**config.mk**
```make
export PLATFORM = sky130hd
export DESIGN_NAME = sigmoid_pwl_pipe
export DESIGN_NICKNAME = d
export VERILOG_FILES = /design/src/rtl/sigmoid_pkg.sv /design/src/rtl/sigmoid_pwl_pipe_lut.sv /design/src/rtl/sigmoid_pwl_pipe.sv
export SDC_FILE = /design/constraint.sdc
export NUM_CORES = 1
export LEC_CHECK = 0
export ABC_AREA = 0
export BUFFER_PORTS_ARGS = -buffer_cell sky130_fd_sc_hd__buf_2
export CAP_MARGIN = 20
export CORE_MARGIN = 1
export CORE_UTILIZATION = 25
export DETAILED_ROUTE_END_ITERATION = 8
export PLACE_DENSITY = 0.36
export RECOVER_POWER = 25
export SETUP_SLACK_MARGIN = 0.05
export SLEW_MARGIN = 5
export SYNTH_ARGS = -nofsm -noshare
export SYNTH_HDL_FRONTEND = slang
export SYNTH_SLANG_ARGS = --single-unit
```
**constraint.sdc**
```tcl
create_clock -name clk -period 16.2 [get_ports clk]
set_input_delay 1.62 -clock clk [delete_from_list [all_inputs] [get_ports clk]]
set_output_delay 1.62 -clock clk [all_outputs]
set_load 0.01 [all_outputs]
```
**src/rtl/sigmoid_pkg.sv**
```systemverilog
// Shared constants, stage-register types and coefficient builder for sigmoid_pwl_pipe.
// The SIG_* constants hold the configuration. Top-level parameters must match them.
package sigmoid_pkg;
  localparam int SIG_DW       = 32;
  localparam int SIG_FW       = 16;
  localparam int SIG_NSEG     = 8;
  localparam int SIG_SAT_LOG2 = 3;
  localparam int SIG_SEG_W    = $clog2(SIG_NSEG);

  localparam logic signed [SIG_DW-1:0]   ONE      = SIG_DW'(longint'(1) << SIG_FW);
  localparam logic signed [2*SIG_DW-1:0] HALF_LSB = (2*SIG_DW)'(longint'(1) << (SIG_FW - 1));

  typedef logic [SIG_NSEG-1:0][SIG_DW-1:0] coef_arr_t;

  typedef struct packed {
    logic                  sign;
    logic                  sat;
    logic [SIG_SEG_W-1:0]  seg;
    logic [SIG_DW-1:0]     ax;
`ifdef SIGMOID_TANH_EN
    logic                  mode;
`endif
  } s1_t;

  typedef struct packed {
    logic                       sign;
    logic                       sat;
    logic signed [2*SIG_DW-1:0] p;
    logic [SIG_DW-1:0]          icpt;
`ifdef SIGMOID_TANH_EN
    logic                       mode;
`endif
  } s2_t;

  // round(ONE * sigmoid(k*W)), W = 2^SAT_LOG2 / NSEG
  function automatic longint endpoint(input int k);
    real w, s;
    w = real'(longint'(1) << SIG_SAT_LOG2) / real'(SIG_NSEG);
    s = 1.0 / (1.0 + $exp(-(real'(k) * w)));
    return longint'($rtoi(s * real'(longint'(1) << SIG_FW) + 0.5));
  endfunction

  // Chord through neighbouring endpoints: slope in Q.FRAC, intercept so the line hits s(k) at kW.
  function automatic coef_arr_t pwl_coefs(input bit want_icpt);
    coef_arr_t c;
    longint    s0, s1, sl, ic;
    c = '0;
    for (int k = 0; k < SIG_NSEG; k++) begin
      s0   = endpoint(k);
      s1   = endpoint(k + 1);
      sl   = ((s1 - s0) * SIG_NSEG) >>> SIG_SAT_LOG2;
      ic   = s0 - (sl * longint'(k) * (longint'(1) << SIG_SAT_LOG2)) / SIG_NSEG;
      c[k] = want_icpt ? SIG_DW'(ic) : SIG_DW'(sl);
    end
    return c;
  endfunction
endpackage

```
**src/rtl/sigmoid_pwl_pipe_lut.sv**
```systemverilog
// Combinational segment -> {slope, intercept} table for the positive sigmoid half.
module sigmoid_seg_lut
  import sigmoid_pkg::*;
(
  input  logic [SIG_SEG_W-1:0] seg,
  output logic [SIG_DW-1:0]    slope,
  output logic [SIG_DW-1:0]    icpt
);
  localparam coef_arr_t SLOPES = pwl_coefs(1'b0);
  localparam coef_arr_t ICPTS  = pwl_coefs(1'b1);

  assign slope = SLOPES[seg];
  assign icpt  = ICPTS[seg];
endmodule

```
**src/rtl/sigmoid_pwl_pipe.sv**
```systemverilog
// 3-stage piecewise-linear sigmoid with valid/ready stream ports.
// Define SIGMOID_TANH_EN to add the in_mode port and tanh evaluation.
module sigmoid_pwl_pipe
  import sigmoid_pkg::*;
#(
  parameter int DATA_WIDTH   = SIG_DW,
  parameter int FRAC_WIDTH   = SIG_FW,
  parameter int NUM_SEGMENTS = SIG_NSEG,
  parameter int SAT_LOG2     = SIG_SAT_LOG2
) (
  input  logic                  clk,
  input  logic                  rst_n,
  input  logic                  in_valid,
  output logic                  in_ready,
  input  logic [DATA_WIDTH-1:0] in_x,
`ifdef SIGMOID_TANH_EN
  input  logic                  in_mode,
`endif
  output logic                  out_valid,
  input  logic                  out_ready,
  output logic [DATA_WIDTH-1:0] out_y
);
  localparam int DW     = DATA_WIDTH;
  localparam int FW     = FRAC_WIDTH;
  localparam int SEGW   = $clog2(NUM_SEGMENTS);
  localparam int SEG_SH = SAT_LOG2 + FW - SEGW;
  localparam int STAGES = 3;
  localparam logic [DW:0]            SAT_LIM = (DW+1)'(1) << (SAT_LOG2 + FW);
  localparam logic signed [2*DW-1:0] ONE_W   = {{DW{1'b0}}, ONE};

  logic              adv;
  logic [STAGES:1]   vld_q;
  logic [STAGES:0]   vld_pipe;
  s1_t               s1_d, s1_q;
  s2_t               s2_d, s2_q;

  assign vld_pipe  = {vld_q, in_valid};
  assign out_valid = vld_q[STAGES];
  assign adv       = !out_valid || out_ready;
  assign in_ready  = adv || !rst_n;

  // Stage 1: magnitude, saturation, segment. Working one bit wider keeps |x| and 2x exact.
  logic signed [DW:0] xe;
  logic [DW:0]        axe;
  always_comb begin
    xe = {in_x[DW-1], in_x};
`ifdef SIGMOID_TANH_EN
    if (in_mode) xe = {in_x, 1'b0};
`endif
    axe       = xe[DW] ? (~xe + 1'b1) : xe;
    s1_d      = '0;
    s1_d.sign = in_x[DW-1];
    s1_d.sat  = (axe >= SAT_LIM);
    s1_d.seg  = SEGW'(axe >> SEG_SH);
    s1_d.ax   = axe[DW-1:0];
`ifdef SIGMOID_TANH_EN
    s1_d.mode = in_mode;
`endif
  end

  // Stage 2: coefficient lookup and product
  logic [DW-1:0] slope, icpt;
  sigmoid_seg_lut u_lut (.seg(s1_q.seg), .slope(slope), .icpt(icpt));

  always_comb begin
    s2_d      = '0;
    s2_d.sign = s1_q.sign;
    s2_d.sat  = s1_q.sat;
    s2_d.p    = $signed({{DW{slope[DW-1]}}, slope}) * $signed({{DW{1'b0}}, s1_q.ax});
    s2_d.icpt = icpt;
`ifdef SIGMOID_TANH_EN
    s2_d.mode = s1_q.mode;
`endif
  end

  // Stage 3: round, saturate/clamp, mirror for negative inputs
  logic signed [2*DW-1:0] yp;
  logic signed [DW-1:0]   ys, y;
  always_comb begin
    yp = $signed({{DW{s2_q.icpt[DW-1]}}, s2_q.icpt}) + ($signed(s2_q.p + HALF_LSB) >>> FW);
    if (s2_q.sat)         yp = ONE_W;
    else if (yp < 0)      yp = '0;
    else if (yp > ONE_W)  yp = ONE_W;
    ys = yp[DW-1:0];
    y  = s2_q.sign ? (ONE - ys) : ys;
`ifdef SIGMOID_TANH_EN
    if (s2_q.mode) y = (y <<< 1) - ONE;
`endif
  end

  always_ff @(posedge clk) begin
    if (!rst_n) begin
      vld_q <= '0;
      out_y <= '0;
    end else if (adv) begin
      vld_q <= vld_pipe[STAGES-1:0];
      s1_q  <= s1_d;
      s2_q  <= s2_d;
      // out_y only moves for real samples so bubbles never expose garbage
      if (vld_q[STAGES-1]) out_y <= y;
    end
  end
endmodule

```
* Yosys cells after proc, flatten, opt, wreduce, memory -nomap -nowiden *
Memories as Yosys holds them, arrays and structs flattened. A register that Yosys moved wholly into a read port is not among the register bits.
Cells that the tools add are included.

operators by class
  multipliers = 1
  mux-type cells = 7
  add/sub/neg operators = 4
  bitwise gates (word level) = 1
  reductions and logical operators = 6
  order comparisons = 4

operator list
  operator                                                                               number
  32-bit 2-to-1 mux                                                                      5
  64-bit by 17-bit adder with 64-bit output, second input constant                       1
  32-bit by 33-bit multiplier with 64-bit output                                         1
  32-bit by 48-bit adder with 49-bit output                                              1
  49-bit by 18-bit greater-than comparator with 1-bit output, second input constant      1
  49-bit by 1-bit less-than comparator with 1-bit output, second input constant          1
  33-bit by 1-bit adder with 33-bit output, second input constant                        1
  33-bit by 20-bit greater-or-equal comparator with 1-bit output, second input constant  1
  33-bit 2-to-1 mux                                                                      1
  33-bit NOT                                                                             1
  18-bit by 32-bit subtractor with 32-bit output, first input constant                   1
  3-bit by 4-bit less-than comparator with 1-bit output, second input constant           1
  2-bit AND reduction                                                                    2
  3-bit 2-to-1 mux                                                                       1
  1-bit zero test                                                                        2
  1-bit logical OR                                                                       2

storage, ports and cells
  register bits after elaboration = 138
  ROM bits = 512
  memories kept = 2
  output and inout bits = 34

memories
  memory            words  bits a word  rd ports  clocked after memory_dff  wr ports  line                        source
  (name not given)  8      32           1         1                         0         sigmoid_pwl_pipe_lut.sv:13  assign icpt = ICPTS[seg];
  (name not given)  8      32           1         1                         0         sigmoid_pwl_pipe_lut.sv:12  assign slope = SLOPES[seg];

* Logic depth before layout (Yosys ltp) *
  depth in word-level cells = 8
  gate-level depth with buffers = 32
  mapped depth without buffers = 28

* By module *
From an unflattened synthesis, not the netlist that was laid out.

second synthesis, totals
  cell total of the unflattened synthesis = 4714
  area total of the unflattened synthesis = 42712.2 um2

by module, submodules not included
  module            times used  seq. area each (um2)  area each (um2)  cells an instance
  sigmoid_pwl_pipe  1           4214.0                42106.6          4631
  sigmoid_seg_lut   1           0.0                   605.6            83

* Least setup slack after synthesis *
OpenSTA, ideal clock, no wires.

  path type = reg-to-reg
  start = register s1_q[32] (netlist name)
  end = register s2_q[70] (netlist name), data pin
  path buffers = 2
  setup time = 0.258 ns
  arrival = 7.057 ns
  cell stages (with the launch flop) = 30
  period minus slack after synthesis = 7.315 ns
  data required time = 15.942 ns
  setup slack = 8.885 ns
  path through = edfxtp_1 clkbuf_1 clkbuf_1 nand2_1 fa_1 inv_1 fa_1 inv_1 fa_1 inv_1 fa_1 ha_1 ha_1 inv_1 fa_1 inv_1 fa_1 ha_1 a21o_1 a21o_1 a21oi_1 o21ai_0 nand2_1 nand3_1 o21ai_0 o21ai_0 and2_1 or2_2 a31oi_1 xnor2_1

RTL lines
  item                  line                    source
  to (signal assigned)  sigmoid_pwl_pipe.sv:98  s2_q <= s2_d;
  to (decl)             sigmoid_pwl_pipe.sv:35  s2_t s2_d, s2_q;

==> metrics <==
commonest cells after routing, fill and taps aside inv_1 (510), nand2_1 (387), fa_1 (360); fmax 117 MHz; vias in the first global route between 15000 and 20000; Unique masters post-synth between 70 and 80; min cycle time layout 8.58 ns; Die Wd approximately 300 um; TNS Setup 0 ns; Final setup viols 0; grt ovf 0; Avg Synthesized Cell Area 8.93 um^2; port bufs 69; DRC viols 0; hold-critical path endpoint s2_q[97]$_DFFE_PP_; H-tree level count 4; R2R Setup Slk 7.62 ns; hpwl dp 48.3 mm; dominant synthesized flop cell edfxtp_1; share of the synthesized area in the top cell type roughly a third; Core ar. just under 0.09 mm^2; Avg WL per Cell 16.3 um; TritonCTS buffer count 17; hold path cells 0; Startpoint Class register; CTS sink cnt 132; placed cell areas 0.0238 mm^2; nets a little over 3000; IO Count 70; violated checks capacitance limit, slew limit; max-cap violations 2; Clock Latency Late Sink 0.49 ns; worst hold start s1_q[36]$_DFFE_PP_; Post-Layout Inst Area between 0.02 and 0.025 mm^2; RSZ-0062 raised after global routing false; Tightest Hold Check Type reg2reg; total length of routed wires around 60 mm; async set-reset flop share out of synthesis 0%; cts hold-fix bufs 0; Slew headroom -10.5%; commonest non-fill, non-tap cell in the layout inv_1; EDFF count, synth 83; CTS clk-pin slew, worst paths approximately 0.080 ns; DR vias 16200; reg-to-reg critical path startpoint slope[2]$_SDFF_PN1_; Setup CP Type reg2reg; Reg-to-Reg End s2_q[70]$_DFFE_PP_; post-synthesis sequential area ratio 15.6%; post-CTS sizing 0; mapped cell area 0.0222 mm^2; post-route antenna net violation count 0; Chip Height ~300 um; YS warnings 0; Post-CTS Setup Inserts 0; final hold violation count 0; CTS tree built; CTS Buffer Depth 2; fin crit share between 50% and 60%; cells after synthesis 2490; measured slew at the worst slew-check pin roughly 1.7 ns; Crit Path Max Fanout 15; #FFs+latches synth between 100 and 150; vias per cell 4.40; Starting Density 25.2%; Starting DRT DRC Count 651; first-pass GRT wire length 98.2 mm; Critical Path RT around 16 ns; top post-synthesis cells by area fa_1 (32%), ha_1 (12%), edfxtp_1 (11%), inv_1 (8.6%), nand2_1 (6.5%); Layout area overhead 9.52%; Final GP Congestion 0.795; final core utilization 27.6%; Synth area leader fa_1; root buffer cell clkbuf_16; DR pass1 iterations 5; antenna violations before repair 0; Slew Limit Fails 66; # fillers roughly 9400; GRT Util Overall 13.9%; status complete, but fails checks; Layout Skew 0.0177 ns; num rows 109; DIE AREA 0.0902 mm^2; crit end category register; largest net degree at the start of global routing 50; syn nets between 3000 and 4000; Worst Path Arrival 8.81 ns; R2R depth 25; share of layout cells above drive strength 1 4.71%
-- synthesized netlist by cell type, types with 3 or more instances --
master	count
a221oi_1	3
and2_1	162
a21oi_1	52
nor3b_1	6
buf_1	3
dfxtp_1	49
and3_1	18
a21o_1	32
nor4_1	15
or2_2	9
or3_1	19
a41oi_1	3
nand2b_1	11
a211oi_1	11
nor3_1	19
and4_1	9
nor2_1	77
mux2i_1	6
nor2b_1	10
xor2_1	36
o21bai_1	6
o22ai_1	4
o211ai_1	7
o21a_1	10
a31oi_1	4
o31ai_1	12
nand3b_1	3
clkbuf_1	101
a21boi_0	3
inv_1	511
edfxtp_1	83
a311oi_1	4
nand2_1	387
ha_1	207
o41ai_1	8
nand3_1	45
or4_1	8
o21ai_0	43
fa_1	360
xnor2_1	71
nand4_1	20
-- per-layer routing --
layer	vias to the layer above	share of wire, %	track usage [%]
met4	0	1.3	3.15
li1	7784	-	-
met3	51	3.1	1.99
met2	265	44	22.1
met5	-	0	0
met1	8058	51	19.9
-- registers in the layout, indices dropped and copies added (netlist names) --
name   cells
s2_q      49
s1_q      34
out_y     32
slope     14
vld_q      3
-- stage by stage --
stage	std cells	setup WS, ns	hold WS, ns
floorplan	2490	8.88	0.400
global placement	3640	7.56	0.404
detailed placement	3640	7.53	0.406
CTS	3672	7.44	0.422
global route	3672	6.94	0.444
finish	3673	7.62	0.422
-- worst max-delay path: stages, from the launching register on --
cell and delay (ns):
dfxtp_1 0.71, nand2_1 0.15, fa_1 0.52, inv_1 0.06
fa_1 0.50, fa_1 0.57, fa_1 0.42, ha_1 0.31
ha_1 0.28, inv_1 0.05, fa_1 0.51, fa_1 0.55
inv_1 0.04, ha_1 0.32, a21oi_1 0.16, o22ai_1 0.09
a211oi_1 0.81, o22ai_1 0.31, nor4_1 0.41, nor4_1 0.20
o21ai_0 0.35, o21ai_0 0.18, and2_1 0.21, or2_2 0.31
a31oi_1 0.20, xnor2_1 0.09
-- worst max-delay path by stage --
stage	start	end	slack (ns)	depth (start not counted)
6_report	slope[2]$_SDFF_PN1_	s2_q[70]$_DFFE_PP_	7.62	25
5_1_grt	s1_q[18]$_DFFE_PP_	s2_q[70]$_DFFE_PP_	6.94	26
4_1_cts	slope[2]$_SDFF_PN1_	s2_q[70]$_DFFE_PP_	7.44	25
3_5_place_dp	slope[4]$_DFF_P_	s2_q[70]$_DFFE_PP_	7.53	26
3_3_place_gp	slope[2]$_SDFF_PN1_	s2_q[70]$_DFFE_PP_	7.56	25
2_1_floorplan	s1_q[32]$_DFFE_PP_	s2_q[70]$_DFFE_PP_	8.88	29
-- final cells by class --
type                       instances  area (um^2)  share of cell area (%)
multi-input combinational       1740        16400                    67.5
sequential                       132         3470                    14.3
inverter                         511         1920                    7.88
tap                             1165         1460                    5.98
timing repair buffer              92          474                    1.95
clock buffer                      17          425                    1.75
clock inverter                    15          164                   0.673
antenna                            1         2.50                  0.0103
-- logic make-up after synthesis --
group	count (synthesis)	synth area share [%]
xor gates and xnor gates	108	4.29
DFF	132	15.6
adders and majority gates	567	44.0
AOI/OAI and AO/OA	229	7.05
buffers and inverters	618	10.5
muxes	7	0.321
and+or+nand+nor	829	18.2
Power is not shown: default switching activity piles up to over one toggle a cycle in this logic, so the estimate is an artifact.
